<file path="config.mk">
export PLATFORM = sky130hd
export DESIGN_NAME = gen_pulse_train
export DESIGN_NICKNAME = d
export VERILOG_FILES = /design/src/rtl/gen_pulse_train.sv
export SDC_FILE = /design/constraint.sdc
export NUM_CORES = 1
export LEC_CHECK = 0
export CORE_MARGIN = 1
export CORE_UTILIZATION = 52
export DETAILED_ROUTE_END_ITERATION = 10
export PLACE_DENSITY = 0.75
export RECOVER_POWER = 25
export SKIP_LAST_GASP = 1
export SYNTH_ARGS = -nofsm -noshare
export SYNTH_HDL_FRONTEND = slang
export SYNTH_SLANG_ARGS = --single-unit
</file>
<file path="constraint.sdc">
create_clock -name clk -period 4.54 [get_ports clk]
set_input_delay 1.135 -clock clk [delete_from_list [all_inputs] [get_ports clk]]
set_output_delay 1.135 -clock clk [all_outputs]
set_load 0.005 [all_outputs]
</file>
<file path="src/rtl/gen_pulse_train.sv">
// gen_pulse_train: programmable pulse train generator.
// Emits N pulses of W cycles separated by gaps of max(G,1) cycles.
module gen_pulse_train #(
  parameter int PULSE_POL   = 1,
  parameter int COUNT_WIDTH = 16,
  parameter int NUM_WIDTH   = 8
) (
  input  logic                   clk,
  input  logic                   reset,
  input  logic                   i_start,
  input  logic                   i_stop,
  input  logic [COUNT_WIDTH-1:0] iv_pulse_width,
  input  logic [COUNT_WIDTH-1:0] iv_gap_width,
  input  logic [NUM_WIDTH-1:0]   iv_pulse_num,
  output logic                   o_pulse,
  output logic                   o_busy,
  output logic                   o_done
);

  localparam logic P_ACT = (PULSE_POL != 0);
  localparam logic [COUNT_WIDTH-1:0] C_ONE = COUNT_WIDTH'(1);
  localparam logic [NUM_WIDTH-1:0]   N_ONE = NUM_WIDTH'(1);

  typedef enum logic [1:0] {
    S_IDLE,
    S_PULSE,
    S_GAP
  } state_t;

  state_t state_q, state_d;

  logic [COUNT_WIDTH-1:0] cnt_q, cnt_d;
  logic [COUNT_WIDTH-1:0] w_q, w_d;
  logic [COUNT_WIDTH-1:0] g_q, g_d;
  logic [NUM_WIDTH-1:0]   n_q, n_d;

  logic pulse_d;
  logic busy_d;
  logic done_d;

  logic start_ok;
  logic p_end;
  logic g_end;
  logic last;

  // A start needs a non-zero width and count; stop always wins.
  assign start_ok = i_start && !i_stop
                 && (iv_pulse_width != '0)
                 && (iv_pulse_num != '0);

  assign p_end = (cnt_q == w_q - C_ONE);
  assign g_end = (cnt_q == g_q - C_ONE);
  assign last  = (n_q == N_ONE);

  // State, counters, latched fields and registered outputs.
  always_ff @(posedge clk or posedge reset) begin
    if (reset) begin
      state_q <= S_IDLE;
      cnt_q   <= '0;
      w_q     <= '0;
      g_q     <= '0;
      n_q     <= '0;
      o_pulse <= ~P_ACT;
      o_busy  <= 1'b0;
      o_done  <= 1'b0;
    end else begin
      state_q <= state_d;
      cnt_q   <= cnt_d;
      w_q     <= w_d;
      g_q     <= g_d;
      n_q     <= n_d;
      o_pulse <= pulse_d;
      o_busy  <= busy_d;
      o_done  <= done_d;
    end
  end

  // Next-state logic; outputs follow the next state so they
  // line up with the state register with no extra latency.
  always_comb begin
    state_d = state_q;
    cnt_d   = cnt_q;
    w_d     = w_q;
    g_d     = g_q;
    n_d     = n_q;
    done_d  = 1'b0;

    unique case (state_q)
      S_IDLE: begin
        if (start_ok) begin
          state_d = S_PULSE;
          cnt_d   = '0;
          w_d     = iv_pulse_width;
          // Zero gap is stretched to one cycle so pulses stay separable.
          g_d     = (iv_gap_width == '0) ? C_ONE : iv_gap_width;
          n_d     = iv_pulse_num;
        end
      end

      S_PULSE: begin
        if (i_stop) begin
          state_d = S_IDLE;
          cnt_d   = '0;
          w_d     = '0;
          g_d     = '0;
          n_d     = '0;
        end else if (p_end) begin
          cnt_d = '0;
          if (last) begin
            state_d = S_IDLE;
            n_d     = '0;
            done_d  = 1'b1;
          end else begin
            state_d = S_GAP;
          end
        end else begin
          cnt_d = cnt_q + C_ONE;
        end
      end

      S_GAP: begin
        if (i_stop) begin
          state_d = S_IDLE;
          cnt_d   = '0;
          w_d     = '0;
          g_d     = '0;
          n_d     = '0;
        end else if (g_end) begin
          state_d = S_PULSE;
          cnt_d   = '0;
          n_d     = n_q - N_ONE;
        end else begin
          cnt_d = cnt_q + C_ONE;
        end
      end

      default: begin
        state_d = S_IDLE;
        cnt_d   = '0;
        n_d     = '0;
      end
    endcase

    pulse_d = (state_d == S_PULSE) ? P_ACT : ~P_ACT;
    busy_d  = (state_d != S_IDLE);
  end

endmodule
</file>
======== Word-level counts from Yosys, hierarchy flattened ========
Cells that the tools add are included.
storage, ports and cells
  register bits after elaboration ......... 61
  bits of input ports ..................... 44
operators by class
  add/subtract/negate cells ............... 4
  equality and inequality tests ........... 11
  muxes and demuxes ....................... 31
  reduce and logical (&&, ||, !) cells .... 13
operator list
  cell                                                 count
  two-way mux 16 bit                                   9
  one-hot mux 16 bit (2 select lines)                  2
  two-way mux 8 bit                                    6
  one-hot mux 16 bit (3 select lines)                  1
  equality test 16 bit                                 2
  subtractor 16 x 1 -> 16 bit, second input constant   2
  one-hot mux 8 bit (3 select lines)                   1
  adder 16 x 1 -> 16 bit, second input constant        1
  logical NOT 16 bit                                   1
  nonzero test 16 bit                                  1
  two-way mux 2 bit                                    6
  != test 3 bit, second input constant                 3
  equality test 8 x 1 -> 1 bit, second input constant  1
  nonzero test 8 bit                                   1
  subtractor 8 x 1 -> 8 bit, second input constant     1
  one-hot mux 2 bit (3 select lines)                   1
  two-way mux 1 bit                                    5
  equality test 2 x 1 -> 1 bit, second input constant  2
  AND reduction 4 bit                                  1
  nonzero test 2 bit                                   2
  logical AND 1 bit                                    3
  AND reduction 3 bit                                  1
  equality test 2 bit, second input constant           1
  logical NOT 2 bit                                    1
  4 further kinds                                      4

======== Depth between registers and ports, before layout ========
Gate-level depths: netlist (run 1).
  word-level depth ........................ 8
  gate-level depth with buffers ........... 13
  depth with buffers taken out ............ 11

======== Least setup slack after synthesis (run 1) ========
No wires, ideal clock.
  path kind ............................... input to register
  start point ............................. in iv_pulse_width[3]
  end point ............................... reg n_q[3]
  arrival ................................. 2.800 ns
  setup time .............................. 0.144 ns
  path buffers ............................ 3
  setup slack ............................. 1.596 ns
  cell stages on the path ................. 10
  cell sequence ........................... nor4_1 nand4_1 nand4b_1 and2_1 buf_1 or2_2 clkbuf_1 or2_1 buf_6 o211ai_2
between the ends
  longest elaborated chain between the ends .. 5
RTL lines
  element                               line  text
  start: declaration                    12    input logic [COUNT_WIDTH-1:0] iv_pulse_width,
  nonzero test 16 bit                   48    && (iv_pulse_width != '0)
  logical AND 1 bit                     48
  logical AND 1 bit                     49    && (iv_pulse_num != '0);
  != test 2 bit (no source line)        --
  AND reduction 4 bit (no source line)  --
  end signal: assignment                71    n_q <= n_d;
  end: declaration                      35    logic [NUM_WIDTH-1:0] n_q, n_d;
Every way passes these cells.
A chain may end at the register's enable or synchronous reset.

======== Worst setup path in the final report (run 1) ========
  start point ............................. in iv_pulse_width[0]
  end point ............................... reg w_q[5]
between the ends
  longest elaborated chain between the ends .. 5
RTL lines
  element                               line  text
  nonzero test 16 bit                   48
  logical AND 1 bit                     48
  logical AND 1 bit                     49
  != test 2 bit (no source line)        --
  AND reduction 3 bit (no source line)  --
  end signal: assignment                69    w_q <= w_d;
  end: declaration                      33    logic [COUNT_WIDTH-1:0] w_q, w_d;
Every way passes these cells.

==> results of run 1 <==
-- final cells by class --
| cell class | count | share of cell area |
|---|---|---|
| Clock buffer | 11 | 0.02884 |
| Sequential cell | 61 | 0.3114 |
| Clock inverter | 4 | 0.005105 |
| Timing Repair Buffer | 49 | 0.09852 |
| Inverter | 17 | 0.01302 |
| Tap cell | 102 | 0.02603 |
| Multi-Input combinational cell | 395 | 0.5171 |
-- per-stage QoR --
step	power [W]	area (sq um)
floorplan	0.001895	4254
global placement	0.002145	4736
detailed placement	0.002202	4736
CTS	0.002628	4902
global route	0.002840	4902
finish	0.002632	4902
-- Yosys cell counts, drive strengths merged, types with 14 or more instances --
cell type,count,share of area
nor2,29,0.027
nor4,16,0.026
nand3b,19,0.034
nand3,29,0.034
clkbuf,23,0.020
xor2,14,0.029
xnor2,24,0.049
dfrtp,61,0.36
o21ai,33,0.040
nor3,16,0.020
a21oi,16,0.021
nand2,71,0.063
inv,17,0.015
-- worst min path at each step --
stage | from | cells after the start | endpoint | slack, ns
6_report | g_q[14] | 2 | g_q[14] | 0.51
5_1_grt | g_q[15] | 2 | g_q[15] | 0.55
4_1_cts | g_q[14] | 2 | g_q[14] | 0.52
3_5_place_dp | g_q[14] | 2 | g_q[14] | 0.50
3_3_place_gp | n_q[4] | 2 | n_q[4] | 0.49
2_1_floorplan | g_q[15] | 2 | g_q[15] | 0.46
-- cells by family (layout without fill, tap and decap cells) --
kind of cell | after synthesis | in the layout | synth area share
fa+ha+maj | 9 | 9 | 0.02647
simple gates | 242 | 242 | 0.3071
xor+xnor | 38 | 38 | 0.07824
flops | 61 | 61 | 0.3588
buf+inv | 46 | 81 | 0.04529
mux | 3 | 3 | 0.007941
compound gates | 103 | 103 | 0.1762
-- power groups by stage --
| stage | combinational, W | clock (W) | sequential, W |
|---|---|---|---|
| 2_1_floorplan | 0.00102 | 0 | 0.000870 |
| 3_3_place_gp | 0.00121 | 0 | 0.000937 |
| 3_5_place_dp | 0.00126 | 0 | 0.000946 |
| 4_1_cts | 0.00126 | 0.000429 | 0.000936 |
| 5_1_grt | 0.00142 | 0.000450 | 0.000971 |
| 6_report | 0.00127 | 0.000422 | 0.000941 |
-- critical path, cell delays in order --
cell and delay (ns):
clkdlybuf4s50_1 0.42, nor4_1 0.56, nand4_1 0.19, nand4b_1 0.18, nand2_1 0.27, and2_1 0.66, nand3b_1 0.26, o21ai_0 0.12
-- state kept, by name (all words and copies together) (netlist names) --
register and count:
cnt_q 16, g_q 16, n_q 8, o_busy 1, o_done 1, o_pulse 1, state_q 2, w_q 16
-- routing by layer --
metal,vias to the layer above,global-route usage,share of wire
li1,1862,-,-
met1,1818,0.3293,0.45
met2,96,0.4278,0.48
met3,14,0.06076,0.047
met4,0,0.07552,0.015
met5,-,0,0
==> metrics.md, run 1 <==
| Metric | Value |
|---|---|
| Row count | `32` |
| Area Growth Syn to Fin | `15.24%` |
| DRT Pass-1 Iters | `4` |
| Net Sw Frac | `0.4437` |
| Syn Area/Cell | `8.474 sq um` |
| Max-cap violations | `1` |
| Die W | `92.45 microns` |
| Critical path destination | `w_q[5]` |
| Syn Inst Count | `502` |
| Max-slew violation count | `48` |
| Clock transition at the registers of the reported paths | `0.06 ns` |
| Critical path launch point | `iv_pulse_width[0]` |
| Worst slack, placed | `0.5861 ns` |
| Initial antenna violation count | `0` |
| Hold Crit Class | `flop to flop` |
| Critical Path AT | `3.83 ns` |
| Root buffer cell | `clkbuf_8` |
| Fin cells | `639` |
| Final Cycle Share | `0.8054` |
| Die area | `0.008547 sq mm` |
| Yosys warning count | `0` |
| FF+latch count, synth | `61` |
| Storage cell area | `0.001526 sq mm` |
| Core Box Area | `0.007807 sq mm` |
| Failing checks | `max-capacitance violations, max-slew violations` |
| Port bufs | `46` |
| Final min period | `3.656 ns` |
| Post-Route Utilization | `0.6279` |
| Hold Violations, Final | `0` |
| Pint | `0.001464 W` |
| Worst setup SP type | `input port` |
| Worst-case reg-to-reg path depth | `9` |
| Vias in the first global route | `3,652` |
| Most common cell after layout, fill and taps aside | `nand2_1` |
| Post-CTS Hold Buffers | `0` |
| Clock network power share | `0.160` |
| Post-CTS Resized | `0` |
| DPL Wire Length | `7665 microns` |
| Worst r2r src | `w_q[3]` |
| Final setup viols | `0` |
| Gpl congestion | `0.8812` |
| Starting Density | `0.5449` |
| DR vias | `3,790` |
| Ys async rst share | `1.000` |
| DRC viols | `0` |
| Vias/cell | `5.931` |
| Post-Syn Area | `0.004254 sq mm` |
| TNS Setup | `0 ns` |
| Pwr dens | `536.9 mW/mm^2` |
| Worst Tran Pin Value | `1.799 ns` |
| DR iter-0 viols | `265` |
| Final hold slack | `0.5121 ns` |
| Cts bufs inserted | `9` |
| Setup Skew | `0.005365 ns` |
| Comb power frac | `0.482` |
| Total GRT Usage | `0.2562` |
| Unrepaired setup endpoints after global routing | `false` |
| Max_slew headroom | `-0.2005` |
| Max Freq | `273.5 MHz` |
| Register area share after synthesis | `0.3588` |
| Ant diodes | `0` |
| Status | `finished with violations` |
| Final setup margin | `0.8836 ns` |
| Multi-input combinational cell area | `0.002535 sq mm` |
| Global-route wire length before repair | `17,280 microns` |
| Total wire length | `10,280 microns` |
| Max IR drop VDD | `0.0003588 V` |
| I/O pin count | `47` |
| Most frequent cells in the layout | `70 x nand2_1, 61 x dfrtp_1, 45 x clkdlybuf4s50_1` |
| Pin count of the biggest net entering global routing | `48` |
| Num Clock Sinks | `61` |
| Post-layout net count | `586` |
| CP max FO | `37` |
| Net count after synthesis | `555` |
| Placed cells | `624` |
| CTS tree | `done` |
| Worst setup EP type | `flop` |
| Lkg Pwr | `2.123 nW` |
| Required @ worst endpoint | `4.71 ns` |
| Post-synth top flop | `dfrtp_1` |
| Clock buffer depth | `2` |
| Clock latency on the worst-skew pair | `0.35 ns` |
| Fraction of layout cells with a size suffix above 1 | `0.07635` |
| Number of library cell types mapped by synthesis | `65` |
| Worst r2r dst | `cnt_q[0]` |
| # fillers | `693` |
| Setup Buffers After CTS | `0` |
| Number of synthesized flops with an enable pin | `0` |
| Sequential power share | `0.358` |
| Wire length per cell after detailed routing | `16.08 microns` |
| FF-to-FF setup slack | `1.00 ns` |
| Psw | `0.001168 W` |
| Grt ovf | `0` |
| Die height | `92.45 microns` |
| Critical setup path kind | `input port to flop` |
| H-Tree Depth | `3` |
| Final ANT Viol Nets | `0` |
(Power assumes the default switching activity.)
==> run 2: changes to the inputs <==
--- a/config.mk
+++ b/config.mk
@@ -8,7 +8,7 @@
 export CORE_MARGIN = 1
 export CORE_UTILIZATION = 52
 export DETAILED_ROUTE_END_ITERATION = 10
-export PLACE_DENSITY = 0.75
+export PLACE_DENSITY = 0.77
 export RECOVER_POWER = 25
 export SKIP_LAST_GASP = 1
 export SYNTH_ARGS = -nofsm -noshare
==> constraint.sdc (replaced) <==
create_clock -name clk -period 3.1 [get_ports clk]
set_input_delay 0.775 -clock clk [delete_from_list [all_inputs] [get_ports clk]]
set_output_delay 0.775 -clock clk [all_outputs]
set_load 0.005 [all_outputs]
==> run 2 against run 1 <==
Effect of this change:
- the flow now finishes without violations
- sequential cell count unchanged
- register-to-register slack worse by 0.93 ns
- critical path type is now flop to flop
- via count grew 5.4%
- utilization grew 4.9 points
- hold slack better by 0.0071 ns
==> metrics.md, run 2 (synthesized netlist as in run 1, its figures left out) <==
| Metric | Value |
|---|---|
| Global-route wire length before repair | `18,490 microns` |
| DR iter-0 viols | `216` |
| H-Tree Depth | `3` |
| Worst Tran Pin Value | `1.181 ns` |
| Crit path cell chain | `or4_4, or4_4, a22oi_2, o2111ai_2, nor3_4, a21oi_4, o21ai_4, nor2_4, buf_12, mux2_2` |
| Clock latency on the worst-skew pair | `0.35 ns` |
| Clock buffer depth | `2` |
| Initial antenna violation count | `0` |
| Area Growth Syn to Fin | `24.26%` |
| Pint | `0.002415 W` |
| Final hold slack | `0.5192 ns` |
| Ant diodes | `0` |
| Wire length per cell after detailed routing | `16.61 microns` |
| Total wire length | `11,150 microns` |
| Critical setup path kind | `flop to flop` |
| Net Sw Frac | `0.4342` |
| FF-to-FF setup slack | `0.07 ns` |
| Die area | `0.008547 sq mm` |
| CTS tree | `done` |
| Die height | `92.45 microns` |
| Worst setup SP type | `flop` |
| Worst r2r dst | `cnt_q[0]` |
| Final ANT Viol Nets | `0` |
| Hold Violations, Final | `0` |
| Cell mode on critical path | `or4_4` |
| Hold Crit Class | `flop to flop` |
| Vias in the first global route | `3,930` |
| I/O pin count | `47` |
| Max-slew violation count | `0` |
| Hold Path Cell Cnt | `2` |
| DRT Pass-1 Iters | `5` |
| Worst r2r src | `w_q[5]` |
| Core Box Area | `0.007807 sq mm` |
| Port bufs | `46` |
| DRC viols | `0` |
| Most common cell after layout, fill and taps aside | `nand2_1` |
| Max IR drop VDD | `0.0005590 V` |
| Hold Startpoint | `n_q[4]` |
| Fraction of layout cells with a size suffix above 1 | `0.1511` |
| Post-layout net count | `617` |
| DR vias | `3,995` |
| Post-DP Area | `0.004923 sq mm` |
| Comb power frac | `0.520` |
| Sequential power share | `0.316` |
| Starting Density | `0.5449` |
| Top Registers | `cnt_q: 16 flops, g_q: 16 flops, w_q: 16 flops` |
| Unrepaired setup endpoints after global routing | `true` |
| Num Clock Sinks | `61` |
| Most frequent cells in the layout | `70 x nand2_1, 61 x dfrtp_1, 45 x clkdlybuf4s50_1` |
| Highest routed layer | `met4` |
| Vias/cell | `5.954` |
| Die W | `92.45 microns` |
| Met3 Wirelength | `520 microns` |
| Clock network power share | `0.164` |
| Routed wl met2 | `5511 microns` |
| Gpl congestion | `0.9056` |
| Lkg Pwr | `2.319 nW` |
| CP peak stage delay | `0.55 ns` |
| DPL Wire Length | `8206 microns` |
| Pin count of the biggest net entering global routing | `25` |
| Root buffer cell | `clkbuf_8` |
| WL met1 | `4898 microns` |
| Final Cycle Share | `0.9767` |
| Hold EP | `n_q[4]` |
| Total GRT Usage | `0.2730` |
| Final setup viols | `0` |
| Max Freq | `330.3 MHz` |
| # fillers | `626` |
| Critical Path AT | `3.26 ns` |
| Final min period | `3.028 ns` |
| Required @ worst endpoint | `3.33 ns` |
| Worst setup EP type | `flop` |
| Post-route cell area | `0.005286 sq mm` |
| Max-cap violations | `0` |
| Crit-path slowest cell | `or4_4` |
| Clock transition at the registers of the reported paths | `0.07 ns` |
| Setup Skew | `0.006907 ns` |
| Status | `finished clean` |
| Row count | `32` |
| CP max FO | `14` |
| Pwr dens | `807.6 mW/mm^2` |
| Worst-case reg-to-reg path depth | `10` |
| Max_slew headroom | `0.2126` |
| Cts bufs inserted | `9` |
| Grt ovf | `0` |
| Psw | `0.001854 W` |
## run 2: worst max-delay path: cells and delay by family (launching register included)
kind / cells / cell delay (ns)
and+or+nand+nor: 4 / 1.42
AOI/OAI and AO/OA: 4 / 0.71
DFF: 1 / 0.38
muxes: 1 / 0.25
buffers and inverters: 1 / 0.15
## run 2: per-layer routing
| layer | GRT usage | vias to the layer above |
|---|---|---|
| met5 | 0 | - |
| met1 | 0.3572 | 1940 |
| li1 | - | 1920 |
| met4 | 0.08073 | 0 |
| met2 | 0.4593 | 113 |
| met3 | 0.05008 | 22 |
## run 2: layout make-up
class,instances,area (sq um),share of cell area
Sequential cell,61,1526,0.2888
Timing Repair Buffer,80,728.2,0.1378
Multi-Input combinational cell,395,2644,0.5001
Inverter,17,63.81,0.01207
Clock buffer,13,178.9,0.03385
Tap cell,102,127.6,0.02414
Clock inverter,3,17.52,0.003314
## run 2: power groups by stage
stage / Clock [W] / Combinational, W / Sequential, W
final: 0.000701 / 0.00222 / 0.00135
after global routing: 0.000742 / 0.00246 / 0.00138
after CTS: 0.000710 / 0.00206 / 0.00134
after detailed placement: 0 / 0.00202 / 0.00135
after global placement: 0 / 0.00195 / 0.00133
after floorplan: 0 / 0.00150 / 0.00127
## run 2: per-stage QoR
step	std cells	utilization	power, W	TNS, ns	setup WS (ns)
after floorplan	502	-	0.002776	0	0.1676
after global placement	649	0.6306	0.003285	-0.001040	-0.001040
after detailed placement	649	0.6306	0.003368	-0.8040	-0.1278
after CTS	665	0.6587	0.004110	-0.02222	-0.01146
after global routing	671	0.6771	0.004581	-0.1163	-0.03320
final	671	0.6771	0.004269	0	0.07226
## run 2: worst max path at each step
stage / startpoint / to / slack (ns) / cells past startpoint
2_1_floorplan: w_q[3] / n_q[2] / 0.17 / 11
3_3_place_gp: g_q[0] / n_q[3] / -0.001 / 11
3_5_place_dp: g_q[0] / n_q[3] / -0.13 / 11
4_1_cts: w_q[3] / cnt_q[12] / -0.01 / 10
5_1_grt: w_q[5] / cnt_q[12] / -0.03 / 10
6_report: w_q[5] / cnt_q[0] / 0.07 / 10
## run 2: what timing repair did
| action | 4_1_cts | 5_1_grt |
|---|---|---|
| setup buffers | 0 | 6 |
| setup endpoints to repair | 10 | 23 |
| hold buffers | 0 | 0 |
| pin swaps | 0 | 10 |
| gates resized for setup | 5 | 15 |
